[src/rtl/dmem_pkg.sv]
// Shared types and helpers for the data-memory responder.
package dmem_pkg;

  typedef enum logic [1:0] {
    IDLE = 2'd0,
    WAIT = 2'd1,
    RESP = 2'd2
  } state_t;

  // RV64 load/store size encodings
  localparam logic [2:0] F3_B   = 3'b000;
  localparam logic [2:0] F3_H   = 3'b001;
  localparam logic [2:0] F3_W   = 3'b010;
  localparam logic [2:0] F3_D   = 3'b011;
  localparam logic [2:0] F3_BU  = 3'b100;
  localparam logic [2:0] F3_HU  = 3'b101;
  localparam logic [2:0] F3_WU  = 3'b110;
  localparam logic [2:0] F3_ILL = 3'b111;

  // byte lanes in one doubleword
  localparam int LANES = 8;

  // Access size in bytes; the illegal code maps to 8 but is always flagged separately.
  function automatic logic [3:0] size_bytes(input logic [2:0] f3);
    case (f3[1:0])
      2'b00:   size_bytes = 4'd1;
      2'b01:   size_bytes = 4'd2;
      2'b10:   size_bytes = 4'd4;
      default: size_bytes = 4'd8;
    endcase
  endfunction

endpackage

[src/rtl/dmem_lane_align.sv]
// Combinational lane steering between a doubleword row and a sized access.
module dmem_lane_align
  import dmem_pkg::*;
(
  input  logic [2:0]       funct3,
  input  logic [2:0]       addr_lo,
  input  logic [63:0]      raw,
  input  logic [63:0]      wdata,
  output logic [LANES-1:0] be,
  output logic [63:0]      wdata_sh,
  output logic [63:0]      rdata
);

  logic [LANES-1:0] base_mask;
  logic [63:0]      ld_sh;

  // Byte-enable mask for the access, moved to its position in the row
  always_comb begin
    base_mask = '0;
    case (funct3)
      F3_B, F3_BU: base_mask = 8'h01;
      F3_H, F3_HU: base_mask = 8'h03;
      F3_W, F3_WU: base_mask = 8'h0F;
      F3_D:        base_mask = 8'hFF;
      default:     base_mask = 8'h00;
    endcase
    be       = base_mask << addr_lo;
    wdata_sh = wdata << {addr_lo, 3'b000};
  end

  // Pull the addressed element down to bit 0 and extend it
  always_comb begin
    ld_sh = raw >> {addr_lo, 3'b000};
    case (funct3)
      F3_B:    rdata = {{56{ld_sh[7]}}, ld_sh[7:0]};
      F3_H:    rdata = {{48{ld_sh[15]}}, ld_sh[15:0]};
      F3_W:    rdata = {{32{ld_sh[31]}}, ld_sh[31:0]};
      F3_D:    rdata = ld_sh;
      F3_BU:   rdata = {56'd0, ld_sh[7:0]};
      F3_HU:   rdata = {48'd0, ld_sh[15:0]};
      F3_WU:   rdata = {32'd0, ld_sh[31:0]};
      default: rdata = '0;
    endcase
  end

endmodule

[src/rtl/dmem_responder.sv]
// Stall-capable data-memory responder: one request at a time, fixed wait, held response.
module dmem_responder
  import dmem_pkg::*;
#(
  parameter int DEPTH_BYTES = 64,
  parameter int WAIT_CYCLES = 2
) (
  input  logic        clk,
  input  logic        reset,
  input  logic        req_valid,
  output logic        req_ready,
  input  logic        req_write,
  input  logic [63:0] req_addr,
  input  logic [63:0] req_wdata,
  input  logic [2:0]  req_funct3,
  output logic        rsp_valid,
  input  logic        rsp_ready,
  output logic [63:0] rsp_rdata,
  output logic        rsp_err,
  output logic [63:0] element1,
  output logic [63:0] element2,
  output logic [63:0] element3
);

  localparam int IDX_W = $clog2(DEPTH_BYTES);

  if (WAIT_CYCLES < 0 || WAIT_CYCLES > 15) begin : g_bad_wait
    $error("dmem_responder: WAIT_CYCLES must be in 0..15");
  end
  if (DEPTH_BYTES < 24 || (DEPTH_BYTES % 8) != 0 || (1 << IDX_W) != DEPTH_BYTES) begin : g_bad_depth
    $error("dmem_responder: DEPTH_BYTES must be a power of 2, multiple of 8, >= 24");
  end

  state_t      state_q, state_d;
  logic [3:0]  cnt_q;
  logic        lat_write;
  logic [63:0] lat_addr, lat_wdata;
  logic [2:0]  lat_f3;
  logic [7:0]  mem [DEPTH_BYTES];

  logic        accept, enter_resp;
  logic        cur_write, cur_err;
  logic [63:0] cur_addr, cur_wdata;
  logic [2:0]  cur_f3;
  logic [3:0]  size;
  logic        misaligned, out_of_range;
  logic [IDX_W-4:0] dw_idx;
  logic [63:0] raw_dw, wdata_sh, ld_data;
  logic [LANES-1:0] be;

  assign accept     = req_valid && req_ready;
  assign enter_resp = (state_q != RESP) && (state_d == RESP);

  // The access being resolved: live inputs when a zero-wait request enters RESP straight
  // from IDLE, otherwise the latched copy.
  always_comb begin
    if (state_q == IDLE) begin
      cur_write = req_write;
      cur_addr  = req_addr;
      cur_wdata = req_wdata;
      cur_f3    = req_funct3;
    end else begin
      cur_write = lat_write;
      cur_addr  = lat_addr;
      cur_wdata = lat_wdata;
      cur_f3    = lat_f3;
    end
  end

  // Error check: alignment, full-width range (65-bit sum so nothing wraps), illegal size
  always_comb begin
    size         = size_bytes(cur_f3);
    misaligned   = (cur_addr[3:0] & (size - 4'd1)) != 4'd0;
    out_of_range = ({1'b0, cur_addr} + {61'd0, size}) > 65'(DEPTH_BYTES);
    cur_err      = misaligned || out_of_range || (cur_f3 == F3_ILL);
  end

  // Doubleword row containing the access; aligned accesses never straddle rows
  always_comb begin
    dw_idx = cur_addr[IDX_W-1:3];
    raw_dw = '0;
    for (int b = 0; b < LANES; b++) raw_dw[b*8 +: 8] = mem[{dw_idx, 3'(b)}];
  end

  dmem_lane_align u_align (
    .funct3   (cur_f3),
    .addr_lo  (cur_addr[2:0]),
    .raw      (raw_dw),
    .wdata    (cur_wdata),
    .be       (be),
    .wdata_sh (wdata_sh),
    .rdata    (ld_data)
  );

  // State register
  always_ff @(posedge clk) begin
    if (reset) state_q <= IDLE;
    else       state_q <= state_d;
  end

  // Next state and handshake outputs
  always_comb begin
    state_d   = state_q;
    req_ready = 1'b0;
    rsp_valid = 1'b0;
    case (state_q)
      IDLE: begin
        req_ready = 1'b1;
        if (req_valid) state_d = (WAIT_CYCLES == 0) ? RESP : WAIT;
      end
      WAIT: if (cnt_q <= 4'd1) state_d = RESP;
      RESP: begin
        rsp_valid = 1'b1;
        if (rsp_ready) state_d = IDLE;
      end
      default: state_d = IDLE;
    endcase
  end

  // Wait counter: loaded on accept, counts down while waiting
  always_ff @(posedge clk) begin
    if (reset)                cnt_q <= '0;
    else if (accept)          cnt_q <= 4'(WAIT_CYCLES);
    else if (state_q == WAIT) cnt_q <= cnt_q - 4'd1;
  end

  // Request latch
  always_ff @(posedge clk) begin
    if (reset) begin
      lat_write <= 1'b0;
      lat_addr  <= '0;
      lat_wdata <= '0;
      lat_f3    <= '0;
    end else if (accept) begin
      lat_write <= req_write;
      lat_addr  <= req_addr;
      lat_wdata <= req_wdata;
      lat_f3    <= req_funct3;
    end
  end

  // Byte storage: cleared by reset, store commits on the edge entering RESP
  always_ff @(posedge clk) begin
    if (reset) begin
      for (int i = 0; i < DEPTH_BYTES; i++) mem[i] <= '0;
    end else if (enter_resp && cur_write && !cur_err) begin
      for (int b = 0; b < LANES; b++)
        if (be[b]) mem[{dw_idx, 3'(b)}] <= wdata_sh[b*8 +: 8];
    end
  end

  // Response registers, sampled together with the store commit and held through RESP
  always_ff @(posedge clk) begin
    if (reset) begin
      rsp_rdata <= '0;
      rsp_err   <= 1'b0;
    end else if (enter_resp) begin
      rsp_err   <= cur_err;
      rsp_rdata <= (cur_write || cur_err) ? 64'd0 : ld_data;
    end
  end

  // Live views of the first three doublewords
  always_comb begin
    for (int b = 0; b < LANES; b++) begin
      element1[b*8 +: 8] = mem[b];
      element2[b*8 +: 8] = mem[8 + b];
      element3[b*8 +: 8] = mem[16 + b];
    end
  end

endmodule

[config.mk]
export PLATFORM = sky130hd
export DESIGN_NAME = dmem_responder
export DESIGN_NICKNAME = d
export VERILOG_FILES = /design/src/rtl/dmem_pkg.sv /design/src/rtl/dmem_lane_align.sv /design/src/rtl/dmem_responder.sv
export SDC_FILE = /design/constraint.sdc
export NUM_CORES = 2
export LEC_CHECK = 0
export ABC_AREA = 1
export BUFFER_PORTS_ARGS = -buffer_cell sky130_fd_sc_hd__buf_2
export CAP_MARGIN = 20
export CORE_MARGIN = 4
export CORE_UTILIZATION = 30
export CTS_CLUSTER_SIZE = 28
export DETAILED_ROUTE_END_ITERATION = 6
export GPL_ROUTABILITY_DRIVEN = 0
export SLEW_MARGIN = 10
export SYNTH_ARGS = -nofsm -noshare
export SYNTH_HDL_FRONTEND = slang
export SYNTH_SLANG_ARGS = --single-unit
[constraint.sdc]
create_clock -name clk -period 6.24 [get_ports clk]
set_input_delay 0.312 -clock clk [delete_from_list [all_inputs] [get_ports clk]]
set_output_delay 0.312 -clock clk [all_outputs]
set_load 0.05 [all_outputs]
==> reports/summary.txt <==
total grt overflow = 0
most used cell, CP = nand2_1
worst hold path class = primary input to flop
initial antenna violation count = 6
placed wire-length estimate = 126000 microns
f_max = 184 MHz
clock root buffer = clkbuf_16
placed cell areas = 0.0426 sq mm
Critical Path AT = 5.78 ns
sequential-to-total area share from yosys stat = 0.498
wire length per cell = 23.4 microns
Total GRT Usage = 0.236
clock insertion delay at the later pin of the skew report = 0.71 ns
H-Tree Depth = 3
Most Used Layer, Global Route = met2
Die Area = 0.136 sq mm
sw frac = 0.391
setup slack, reg-to-reg = 0.81 ns
Worst Path Buf+Inv = 2
clock slew at reported path FFs = 0.06 ns
RSZ-0062 raised after global routing = false
met2 GRT Util = 0.403
I/O Pins = 395
vias in the first global route = 35400
Finished Layout Cells = 7168
core area = 0.129 sq mm
Max Root-Sink Buffers = 3
Initial Util = 0.302
worst setup path start = state_q[0]
CP top delay family = simple AND/OR/NAND/NOR gates
FF+latch area = 0.0194 sq mm
count of final hold-check violations = 0
worst reg2reg startpoint = state_q[0]
NetSw = 5.76 mW
IO buf count = 394
pwr dens = 316 mW/mm^2
DRT Pass-1 Iters = 7
crit path capture type = flop
leakage power = 19.3 nW
critical path's slowest cell = nor2_8
Ys Warns = 0
Post-DRT Antenna Nets = 0
crit-path max FO = 17
multi-input logic area = 0.0174 sq mm
syn nets = 5112
final total power = 14.7 mW
final-layout fill cell count = 13400
Clock Power Share = 0.327
Die Height = 369 microns
first-pass GRT wire length = 239000 microns
Starting DRT DRC Count = 5342
synthesis-stage register bit count = 715
Primary FF master, synth = edfxtp_1
Post-Syn Instances = 4968
largest net degree at the start of global routing = 131
Rows = 132
clk_skew = 0.0604 ns
# DRC = 0
layout cells sized above 1 = 0.143
pre-CTS setup slack = 0.923 ns
grt met1 use = 0.294
asr flop ratio synth = 0
max-cap viol count = 0
via/cell ratio = 5.31
worst-path cell chain = nor2_4, o21ai_0, nor2_1, ha_1, fa_1, nand2_1, inv_1, nand2_1, nand2_1, nand3_1, nor2_2, nand2_1, nor2_1, nand3b_1, nand2_1, nand3_1, nor2_1, nand2_1, nor2_1, nand3_2, nor2_8, buf_4, nand4_4, nand2_1
Finished Cell Area = 0.0466 sq mm
Finish-stage setup viols = 0
WS Path Type = flop to flop
Tcrit/Tclk final = 0.870
crit path launch type = flop
critical path depth in cells = 24
CP max stage delay = 0.45 ns
Worst Reg-to-Reg Cells = 24
CTS tree = done
Period minus WS final = 5.43 ns
register share of total power = 0.365
count of cell types in the netlist = 48
VDD IR max = 0.000187 V
status = finished, final reports clean
Post-synth EDFFs = 512
Avg Inst Size Synth = 7.85 sq um
die width = 369 microns
Final TNS setup = 0 ns
cts bufs inserted = 84
# nets final = 5502
combinational group share of total power = 0.307
worst slew pin tran = 1.22 ns
final worst slack = 0.810 ns
met3 Track Usage GR = 0.0436
Pint = 8.97 mW
placed cells = 6888
CTS sink count = 715
crit path capture = mem[3][30]
Post-Syn Area = 0.0390 sq mm
worst reg2reg endpoint = mem[3][30]
max-slew violations = 0
Worst slew margin = 0.178
post-cts sizing count = 0
Total Wirelength = 168000 microns
Worst EP required = 6.59 ns
Area growth, synth to finish = 19.5%
Via Count = 38000
cells in the mapped netlist (2+ instances only):
cell / instances / area, sq um
nor2_4: 3 / 33.8
clkbuf_1: 163 / 612
mux2i_1: 21 / 210
buf_1: 62 / 233
nor2_2: 22 / 138
nand3_1: 306 / 1530
nand2_1: 1215 / 4560
xnor2_1: 2 / 17.5
and2_1: 3 / 18.8
a31oi_1: 3 / 18.8
a21oi_1: 160 / 801
o2111ai_1: 4 / 35.0
buf_2: 56 / 280
buf_6: 12 / 135
xor2_1: 9 / 78.8
inv_1: 232 / 871
a211oi_1: 2 / 15.0
ha_1: 7 / 87.6
nor2_1: 1077 / 4040
o22a_1: 2 / 17.5
o211ai_1: 11 / 82.6
nand4_1: 136 / 851
nand3_4: 28 / 490
clkinv_1: 4 / 15.0
nand4_4: 28 / 596
o21ai_0: 432 / 2160
dfxtp_1: 203 / 4060
nand4_2: 3 / 37.5
edfxtp_1: 512 / 15400
nand3_2: 5 / 50.1
nor3_1: 7 / 35.0
o31ai_1: 4 / 30.0
or2_2: 36 / 225
buf_8: 3 / 45.0
nand3b_1: 3 / 22.5
o21ai_1: 39 / 195
inv_2: 14 / 52.6
o21ai_2: 4 / 35.0
buf_4: 9 / 67.6
o22ai_1: 118 / 738
cell type report:
cell class,count,share of cell area
clock inverter,51,0.00988
tap,1742,0.0468
timing repair buffer,609,0.0850
inverter,250,0.0204
clock buffer,99,0.0474
sequential,715,0.417
multi-input combinational,3698,0.373
antenna,4,0.000215
logic make-up (layout without fill, tap and decap cells):
family                   count (synthesis)  in the layout  synth area share
AND/OR/NAND/NOR                       2875           2875             0.325
AO/OA/AOI/OAI                          782            782             0.107
flip-flops                             715            715             0.498
buffers and inverters                  555           1009            0.0593
multiplexers                            22             22           0.00568
XOR/XNOR                                11             11           0.00247
adder cells (fa/ha/maj)                  8              8           0.00276
other                                    0              4                 0
worst register-to-register path: cells and delay by family, from the launching register on:
| family | cells | cell delay (ns) |
|---|---|---|
| and+or+nand+nor | 19 | 3.59 |
| buffers and inverters | 2 | 0.54 |
| adders and majority gates | 2 | 0.41 |
| DFF | 1 | 0.36 |
| AOI/OAI and AO/OA | 1 | 0.23 |
timing repair:
action,4_1_cts,5_1_grt
setup buffers,0,0
endpoints found under the setup margin,0,0
hold buffers,123,1
endpoints found under the hold margin,123,1
power by group through the flow:
stage	logic, mW	registers [mW]	clock network [mW]
6_report	4.53	5.38	4.82
5_1_grt	4.77	5.40	5.05
4_1_cts	4.39	5.38	4.87
3_5_place_dp	4.30	5.48	0
3_3_place_gp	4.29	5.48	0
2_1_floorplan	2.46	5.60	0
layout by cell type (no fill, tap or decap), types with 124 or more instances in the layout:
cell	count
nand3_1	304
nor2_1	1072
nand2_1	1213
dfxtp_1	203
o21ai_0	427
buf_2	394
a21oi_1	160
nand4_1	136
edfxtp_1	512
dlygate4sd3_1	124
inv_1	229
metrics by stage:
stage | hold WS [ns] | utilization
2_1_floorplan | 0.414 | -
3_3_place_gp | 0.429 | 0.330
3_5_place_dp | 0.439 | 0.330
4_1_cts | 0.0000809 | 0.360
5_1_grt | 0.0166 | 0.360
6_report | 0.0446 | 0.360
how the worst min path moves through the flow:
stage | startpoint | to | slack [ns] | cells after the start
3_3_place_gp | lat_addr[35] | lat_addr[35] | 0.43 | 2
5_1_grt | req_wdata[60] | lat_wdata[60] | 0.02 | 3
4_1_cts | req_addr[16] | lat_addr[16] | 0.00008 | 3
2_1_floorplan | lat_wdata[31] | lat_wdata[31] | 0.41 | 2
6_report | req_addr[3] | lat_addr[3] | 0.04 | 3
3_5_place_dp | lat_wdata[31] | lat_wdata[31] | 0.44 | 2
sequential cells by signal, summed over array words and instances (netlist names):
register,count
mem,512
lat_addr,64
lat_wdata,64
rsp_rdata,64
cnt_q,4
lat_f3,3
state_q,2
lat_write,1
rsp_err,1
metal layers:
layer / wire, microns / vias to the layer above
met2: 81100 / 2166
met3: 16100 / 346
met4: 7530 / 0
met5: 0 / -
met1: 63300 / 18000
li1: - / 17500
(Power assumes the default switching activity.)
